--- src/rtl/otbn_rf_base_wipe_seq_if.sv ---
// Base GPR file port bundle driven by the secure-wipe sequencer.
// Holds the urnd request/ack pair and the RF write and read-A ports.
//
// Signals (master = sequencer side):
//   urnd_req_o         out  request a random word
//   urnd_ack_i         in   urnd_data_i valid this cycle
//   urnd_data_i        in   32-bit random word
//   wr_addr_o          out  GPR write address
//   wr_en_o            out  write intent
//   wr_commit_o        out  write commit
//   wr_data_no_intg_o  out  32-bit data, RF adds integrity
//   wr_data_intg_o     out  39-bit data with integrity
//   wr_data_intg_sel_o out  1: RF takes wr_data_intg_o
//   rd_addr_a_o        out  read port A address
//   rd_en_a_o          out  read intent
//   rd_commit_o        out  read commit
//   rd_data_a_intg_i   in   39-bit read data, combinational
//   intg_err_i         in   RF integrity error
interface otbn_rf_base_wipe_seq_if;

  logic        urnd_req_o;
  logic        urnd_ack_i;
  logic [31:0] urnd_data_i;

  logic [4:0]  wr_addr_o;
  logic        wr_en_o;
  logic        wr_commit_o;
  logic [31:0] wr_data_no_intg_o;
  logic [38:0] wr_data_intg_o;
  logic        wr_data_intg_sel_o;

  logic [4:0]  rd_addr_a_o;
  logic        rd_en_a_o;
  logic        rd_commit_o;
  logic [38:0] rd_data_a_intg_i;
  logic        intg_err_i;

  modport master (
    output urnd_req_o,
    input  urnd_ack_i,
    input  urnd_data_i,
    output wr_addr_o,
    output wr_en_o,
    output wr_commit_o,
    output wr_data_no_intg_o,
    output wr_data_intg_o,
    output wr_data_intg_sel_o,
    output rd_addr_a_o,
    output rd_en_a_o,
    output rd_commit_o,
    input  rd_data_a_intg_i,
    input  intg_err_i
  );

  modport slave (
    input  urnd_req_o,
    output urnd_ack_i,
    output urnd_data_i,
    input  wr_addr_o,
    input  wr_en_o,
    input  wr_commit_o,
    input  wr_data_no_intg_o,
    input  wr_data_intg_o,
    input  wr_data_intg_sel_o,
    input  rd_addr_a_o,
    input  rd_en_a_o,
    input  rd_commit_o,
    output rd_data_a_intg_i,
    output intg_err_i
  );

endinterface

--- src/rtl/otbn_rf_base_wipe_seq.sv ---
// Secure-wipe sequencer for the OTBN base GPR file.
// Passes: random fill, inverted-SECDED zero fill, call-stack
// clear, optional read-back verify of x[FirstReg..LastReg].
//
// Ports:
//   clk_i          clock
//   rst_i          synchronous active-high reset
//   start_i        begin wipe (IDLE only)
//   abort_i        abandon wipe, IDLE next cycle
//   rf             RF/urnd port bundle (master)
//   stack_reset_o  one-cycle call-stack clear
//   busy_o         sequence in progress
//   done_o         one-cycle completion pulse
//   err_o          sticky verify failure
module otbn_rf_base_wipe_seq #(
  parameter int unsigned FirstReg = 2,
  parameter int unsigned LastReg  = 31,
  parameter bit          VerifyEn = 1'b1
) (
  input  logic clk_i,
  input  logic rst_i,
  input  logic start_i,
  input  logic abort_i,
  otbn_rf_base_wipe_seq_if.master rf,
  output logic stack_reset_o,
  output logic busy_o,
  output logic done_o,
  output logic err_o
);

  // Encoded zero word of the inverted 39/32 SECDED code.
  localparam logic [38:0] ZeroWord =
    39'h2A00000000;

  localparam logic [4:0] FirstAddr =
    FirstReg[4:0];
  localparam logic [4:0] LastAddr =
    LastReg[4:0];

  typedef enum logic [2:0] {
    S_IDLE,
    S_RND,
    S_ZERO,
    S_STACK,
    S_VERIFY,
    S_DONE
  } state_e;

  state_e     r_state;
  logic [4:0] r_cnt;
  logic       r_err;

  logic w_kill;
  logic w_last;
  logic w_in_rnd;
  logic w_wr_rnd;
  logic w_wr_zero;
  logic w_rd;
  logic w_bad;
  logic w_busy_st;

  // Abort and reset both suppress any RF or stack
  // side effect in the cycle they are seen.
  assign w_kill = rst_i | abort_i;
  assign w_last = (r_cnt == LastAddr);

  assign w_in_rnd  = (r_state == S_RND) & ~w_kill;
  assign w_wr_rnd  = w_in_rnd & rf.urnd_ack_i;
  assign w_wr_zero = (r_state == S_ZERO) & ~w_kill;
  assign w_rd      = (r_state == S_VERIFY) & ~w_kill;

  assign w_bad = w_rd &
    ((rf.rd_data_a_intg_i != ZeroWord) |
     rf.intg_err_i);

  assign w_busy_st =
    (r_state == S_RND)   |
    (r_state == S_ZERO)  |
    (r_state == S_STACK) |
    (r_state == S_VERIFY);

  always_ff @(posedge clk_i) begin
    if (rst_i) begin
      r_state <= S_IDLE;
      r_cnt   <= FirstAddr;
      r_err   <= 1'b0;
    end else if (abort_i &&
                 r_state != S_IDLE) begin
      r_state <= S_IDLE;
      r_cnt   <= FirstAddr;
    end else begin
      unique case (r_state)
        S_IDLE: begin
          if (start_i) begin
            r_state <= S_RND;
            r_cnt   <= FirstAddr;
            r_err   <= 1'b0;
          end
        end
        S_RND: begin
          // Only an acked word is written; the
          // counter holds while urnd stalls.
          if (rf.urnd_ack_i) begin
            if (w_last) begin
              r_state <= S_ZERO;
              r_cnt   <= FirstAddr;
            end else begin
              r_cnt <= r_cnt + 5'd1;
            end
          end
        end
        S_ZERO: begin
          if (w_last) begin
            r_state <= S_STACK;
            r_cnt   <= FirstAddr;
          end else begin
            r_cnt <= r_cnt + 5'd1;
          end
        end
        S_STACK: begin
          r_cnt   <= FirstAddr;
          r_state <= VerifyEn ? S_VERIFY
                              : S_DONE;
        end
        S_VERIFY: begin
          if (w_bad) begin
            r_err <= 1'b1;
          end
          if (w_last) begin
            r_state <= S_DONE;
            r_cnt   <= FirstAddr;
          end else begin
            r_cnt <= r_cnt + 5'd1;
          end
        end
        S_DONE: begin
          r_state <= S_IDLE;
        end
        default: begin
          r_state <= S_IDLE;
          r_cnt   <= FirstAddr;
        end
      endcase
    end
  end

  // RF port drive; every field idles at zero
  // whenever its enable is low.
  always_comb begin
    rf.wr_addr_o          = 5'd0;
    rf.wr_en_o            = 1'b0;
    rf.wr_commit_o        = 1'b0;
    rf.wr_data_no_intg_o  = 32'd0;
    rf.wr_data_intg_o     = 39'd0;
    rf.wr_data_intg_sel_o = 1'b0;
    rf.rd_addr_a_o        = 5'd0;
    rf.rd_en_a_o          = 1'b0;
    rf.rd_commit_o        = 1'b0;
    unique case (1'b1)
      w_wr_rnd: begin
        rf.wr_addr_o         = r_cnt;
        rf.wr_en_o           = 1'b1;
        rf.wr_commit_o       = 1'b1;
        rf.wr_data_no_intg_o =
          rf.urnd_data_i;
      end
      w_wr_zero: begin
        rf.wr_addr_o          = r_cnt;
        rf.wr_en_o            = 1'b1;
        rf.wr_commit_o        = 1'b1;
        rf.wr_data_intg_o     = ZeroWord;
        rf.wr_data_intg_sel_o = 1'b1;
      end
      w_rd: begin
        rf.rd_addr_a_o = r_cnt;
        rf.rd_en_a_o   = 1'b1;
        rf.rd_commit_o = 1'b1;
      end
      default: ;
    endcase
  end

  assign rf.urnd_req_o = w_in_rnd;

  assign stack_reset_o =
    (r_state == S_STACK) & ~w_kill;
  assign done_o =
    (r_state == S_DONE) & ~w_kill;
  assign busy_o = w_busy_st & ~rst_i;
  assign err_o  = r_err;

endmodule
--- src/flat_wrapper.sv ---
// flat-port wrapper written by rule: the top's interface ports become plain ports
module otbn_rf_base_wipe_seq_flat 
#(
  parameter int unsigned FirstReg = 2,
  parameter int unsigned LastReg  = 31,
  parameter bit          VerifyEn = 1'b1
)
  (clk_i, rst_i, start_i, abort_i, stack_reset_o, busy_o, done_o, err_o, rf_urnd_req_o, rf_urnd_ack_i, rf_urnd_data_i, rf_wr_addr_o, rf_wr_en_o, rf_wr_commit_o, rf_wr_data_no_intg_o, rf_wr_data_intg_o, rf_wr_data_intg_sel_o, rf_rd_addr_a_o, rf_rd_en_a_o, rf_rd_commit_o, rf_rd_data_a_intg_i, rf_intg_err_i);
  otbn_rf_base_wipe_seq_if rf_i ();
  input  logic clk_i;
  input  logic rst_i;
  input  logic start_i;
  input  logic abort_i;
  output logic stack_reset_o;
  output logic busy_o;
  output logic done_o;
  output logic err_o;
  output wire logic [$bits(rf_i.urnd_req_o)-1:0] rf_urnd_req_o;
  input wire logic [$bits(rf_i.urnd_ack_i)-1:0] rf_urnd_ack_i;
  input wire logic [$bits(rf_i.urnd_data_i)-1:0] rf_urnd_data_i;
  output wire logic [$bits(rf_i.wr_addr_o)-1:0] rf_wr_addr_o;
  output wire logic [$bits(rf_i.wr_en_o)-1:0] rf_wr_en_o;
  output wire logic [$bits(rf_i.wr_commit_o)-1:0] rf_wr_commit_o;
  output wire logic [$bits(rf_i.wr_data_no_intg_o)-1:0] rf_wr_data_no_intg_o;
  output wire logic [$bits(rf_i.wr_data_intg_o)-1:0] rf_wr_data_intg_o;
  output wire logic [$bits(rf_i.wr_data_intg_sel_o)-1:0] rf_wr_data_intg_sel_o;
  output wire logic [$bits(rf_i.rd_addr_a_o)-1:0] rf_rd_addr_a_o;
  output wire logic [$bits(rf_i.rd_en_a_o)-1:0] rf_rd_en_a_o;
  output wire logic [$bits(rf_i.rd_commit_o)-1:0] rf_rd_commit_o;
  input wire logic [$bits(rf_i.rd_data_a_intg_i)-1:0] rf_rd_data_a_intg_i;
  input wire logic [$bits(rf_i.intg_err_i)-1:0] rf_intg_err_i;
  assign rf_urnd_req_o = rf_i.urnd_req_o;
  assign rf_i.urnd_ack_i = rf_urnd_ack_i;
  assign rf_i.urnd_data_i = rf_urnd_data_i;
  assign rf_wr_addr_o = rf_i.wr_addr_o;
  assign rf_wr_en_o = rf_i.wr_en_o;
  assign rf_wr_commit_o = rf_i.wr_commit_o;
  assign rf_wr_data_no_intg_o = rf_i.wr_data_no_intg_o;
  assign rf_wr_data_intg_o = rf_i.wr_data_intg_o;
  assign rf_wr_data_intg_sel_o = rf_i.wr_data_intg_sel_o;
  assign rf_rd_addr_a_o = rf_i.rd_addr_a_o;
  assign rf_rd_en_a_o = rf_i.rd_en_a_o;
  assign rf_rd_commit_o = rf_i.rd_commit_o;
  assign rf_i.rd_data_a_intg_i = rf_rd_data_a_intg_i;
  assign rf_i.intg_err_i = rf_intg_err_i;
  otbn_rf_base_wipe_seq #(.FirstReg(FirstReg), .LastReg(LastReg), .VerifyEn(VerifyEn)) u_core (.clk_i(clk_i), .rst_i(rst_i), .start_i(start_i), .abort_i(abort_i), .rf(rf_i), .stack_reset_o(stack_reset_o), .busy_o(busy_o), .done_o(done_o), .err_o(err_o));
endmodule
--- config.mk ---
export PLATFORM = sky130hd
export DESIGN_NAME = otbn_rf_base_wipe_seq_flat
export DESIGN_NICKNAME = d
export VERILOG_FILES = /design/src/rtl/otbn_rf_base_wipe_seq_if.sv /design/src/rtl/otbn_rf_base_wipe_seq.sv /design/src/flat_wrapper.sv
export SDC_FILE = /design/constraint.sdc
export NUM_CORES = 1
export LEC_CHECK = 0
export CAP_MARGIN = 20
export CORE_UTILIZATION = 28
export CTS_CLUSTER_SIZE = 25
export DETAILED_ROUTE_END_ITERATION = 8
export PLACE_DENSITY = 0.87
export SETUP_SLACK_MARGIN = 0.5
export SKIP_LAST_GASP = 1
export SLEW_MARGIN = 10
export SYNTH_ARGS = -nofsm -noshare
export SYNTH_HDL_FRONTEND = slang
export SYNTH_SLANG_ARGS = --single-unit
--- constraint.sdc ---
create_clock -name clk_i -period 5 [get_ports clk_i]
set_input_delay 0.5 -clock clk_i [delete_from_list [all_inputs] [get_ports clk_i]]
set_output_delay 0.5 -clock clk_i [all_outputs]
set_load 0.05 [all_outputs]
==> flow_summary.ini <==
[hold_path]
min_path_type = reg2reg
hold_depth = 2

[power_and_ir_drop]
power.switching_mw = 0.1500
clock_power_share_pct = 24.4
p_leak_nw = 0.9897
ir_worst_vdd_v = 0.0001182
power_density_mw_per_mm2 = 141.6
pwr-share-seq_pct = 22.3
switching_share_pct = 42.00
p_int_mw = 0.2072
p_comb_share_pct = 53.3
power_mw = 0.3572

[sta]
rsz0062_at_grt = false
hold_viol_final = 0
setup_viol = 0
max_slew.worst_pin.slew_ns = 0.7821
finalMaxSlewViolations = 0
relSlewSlack_pct = 47.82
fmax_mhz = 261.4
finalCriticalPeriod_ns = 3.825
setup_slack_ns = 1.175
holdWs_ns = 0.5003
fin_crit_sh_pct = 76.50
finalClockSkew_ns = 0.0005921
fin_tns_setup_ns = 0

[cells_and_area]
utilization_pct = 56.76
multiInputGateArea_um2 = 913.4
drive_above_1_share_pct = 3.300
diodes = 0
seqCellArea_um2 = 180.2
fin_cells = 355
fin_nets = 383
area_growth_pct = 89.83
fillCellCount = 406
design_area_mm2 = 0.002522

[clock_network]
cts_buffers = 3
post_cts_buffers = 0
ctsResizeCount = 0
postCtsHoldBufs = 0
clock_sinks = 9
h-tree-depth = 1
cts_tree = built
clk_pin_slew_worst_paths_ns = 0.05
insertion_delay_ns = 0.24
cts_root_buf = clkbuf_8
clockBufferDepth = 2

[setup_path]
slowest_stage = clkdlybuf4s50_1
crit_family = simple AND/OR/NAND/NOR gates
critical_path_class = in2out
cp-start-kind = input pin
cp.required_ns = 4.50
arrival_ns = 3.32
path_cells = clkdlybuf4s50_1 > nor2_1 > and4b_1 > nor2_1 > nor2b_1 > clkdlybuf4s50_1
r2r_cells = 6
cp.depth = 6
critical-path-max-stage-delay_ns = 0.81
cp-end-kind = output pin
crit_fanout = 33
critical_path_buf_inv_count = 2

[synth]
synth_area_mm2 = 0.001329
ys_seq_elements = 9
yosysWarnings = 0
synth-adder-area-share_pct = 1.883
synth_area_leaders = buf_4 24%, and2_1 17%, dfxtp_1 14%
ys_seq_area_share_pct = 13.56
synth-simple-area-share_pct = 44.26
synth.largest_area_cell = buf_4
synth_common_cells = 43 x buf_4, 37 x and2_1, 13 x nor2_1, 9 x dfxtp_1
synth_top_family_by_area = simple AND/OR/NAND/NOR gates
syn_area_per_cell_um2 = 7.301
synth_compound_area_share_pct = 10.55
synth_mux_area_share_pct = 0
ys.flop_type = dfxtp_1
synth_edf_count = 0
synth_xor_xnor_area_share_pct = 1.883
synth.distinct_cells = 38
synthMostInstantiatedCell = buf_4
netlist.area_leader.share_pct = 24.29
syn-instance-count = 182
ys_async_sr_fraction_pct = 0

[die]
core_area_mm2 = 0.004444
die_h_um = 70.89
fp.dieArea_mm2 = 0.005025
initial_core_util_pct = 29.90
rows = 24
die_x_um = 70.89
io_pins = 168

[placed_design]
dp_hpwl_mm = 3.937
dpl_worst_slack_ns = 1.146
dp_cells = 351
placed_area_mm2 = 0.002477
place.port_buffers = 131
gp_congestion = 0.7155

[routing]
firstDrtPassIters = 8
post_drt_wl_per_cell_um = 13.08
ant_nets = 0
viasPerCell = 4.389
initialDrtViolationCount = 63
vias = 1558
drc_errors = 22
wl_mm = 4.644

[global_routing]
met3_usage_pct = 3.276
grt_pass1_vias = 1465
grt_pass1_wl_mm = 7.196
antenna_found_initial = 0
grt_util_all_layers_pct = 17.79
grtUsageMet2_pct = 35.26
grt_max_degree = 34
met1_usage_pct = 18.84
gr-total-overflow = 0
busiest_layer = met2

[job]
max-cap-violations = 0

[run_status]
violations = DRC
status = complete, but fails checks
## routing by layer
layer | share of wire, % | vias up
met5 | 0 | -
met1 | 37 | 700
met3 | 6.2 | 7
li1 | - | 781
met2 | 56 | 70
met4 | 1.5 | 0
## final timing paths
check / from / end / slack [ns]
hold reg to reg: u_core.r_cnt[4] / u_core.r_cnt[4] / 0.50
hold / removal: u_core.r_cnt[4] / u_core.r_cnt[4] / 0.50
setup reg to reg: u_core.r_cnt[0] / u_core.r_cnt[1] / 3.23
setup / recovery: rst_i / rf_wr_addr_o[0] / 1.18
## sequential cells by signal, summed over array words and instances (netlist names)
name	cells
u_core.r_state	3
u_core.r_cnt	5
u_core.err_o	1
## power by group through the flow
stage | registers (mW) | clock network (mW) | logic, mW
floorplan | 0.0777 | 0 | 0.138
finish | 0.0796 | 0.0872 | 0.190
global route | 0.0803 | 0.0911 | 0.201
CTS | 0.0796 | 0.0882 | 0.190
detailed placement | 0.0808 | 0 | 0.189
global placement | 0.0810 | 0 | 0.187
## placed cells by master, fill, tap and decap left out, types with 3 or more instances in the layout
master / instances
nor2b_1: 8
a21oi_1: 7
conb_1: 36
a31oi_1: 3
nand3_1: 6
nor4_1: 8
nand2_1: 6
clkbuf_8: 3
and2_1: 37
dfxtp_1: 9
nor3_1: 5
clkdlybuf4s50_1: 131
nor2_1: 13
and3_1: 3
## kinds of logic (layout without fill, tap and decap cells)
logic type | Yosys count | after routing
AND/OR/NAND/NOR | 98 | 98
buffers and inverters | 51 | 137
AO/OA/AOI/OAI | 19 | 19
flip-flops | 9 | 9
adder cells (fa/ha/maj) | 2 | 2
XOR/XNOR | 2 | 2
other | 1 | 36
## tightest hold or removal path: cells and delay by family, from the launching register on
kind            cells  cell delay [ns]
flops               1             0.34
simple gates        1             0.07
compound gates      1             0.05
## cell type report
| cell class | count | area share, % |
|---|---|---|
| multi-input cells | 157 | 36.21 |
| well taps | 52 | 2.579 |
| repair buffers | 131 | 51.98 |
| flip-flops and latches | 9 | 7.143 |
| inverters | 2 | 0.2976 |
| clock buffers | 4 | 1.786 |
Power figures use the tool's default switching activity.
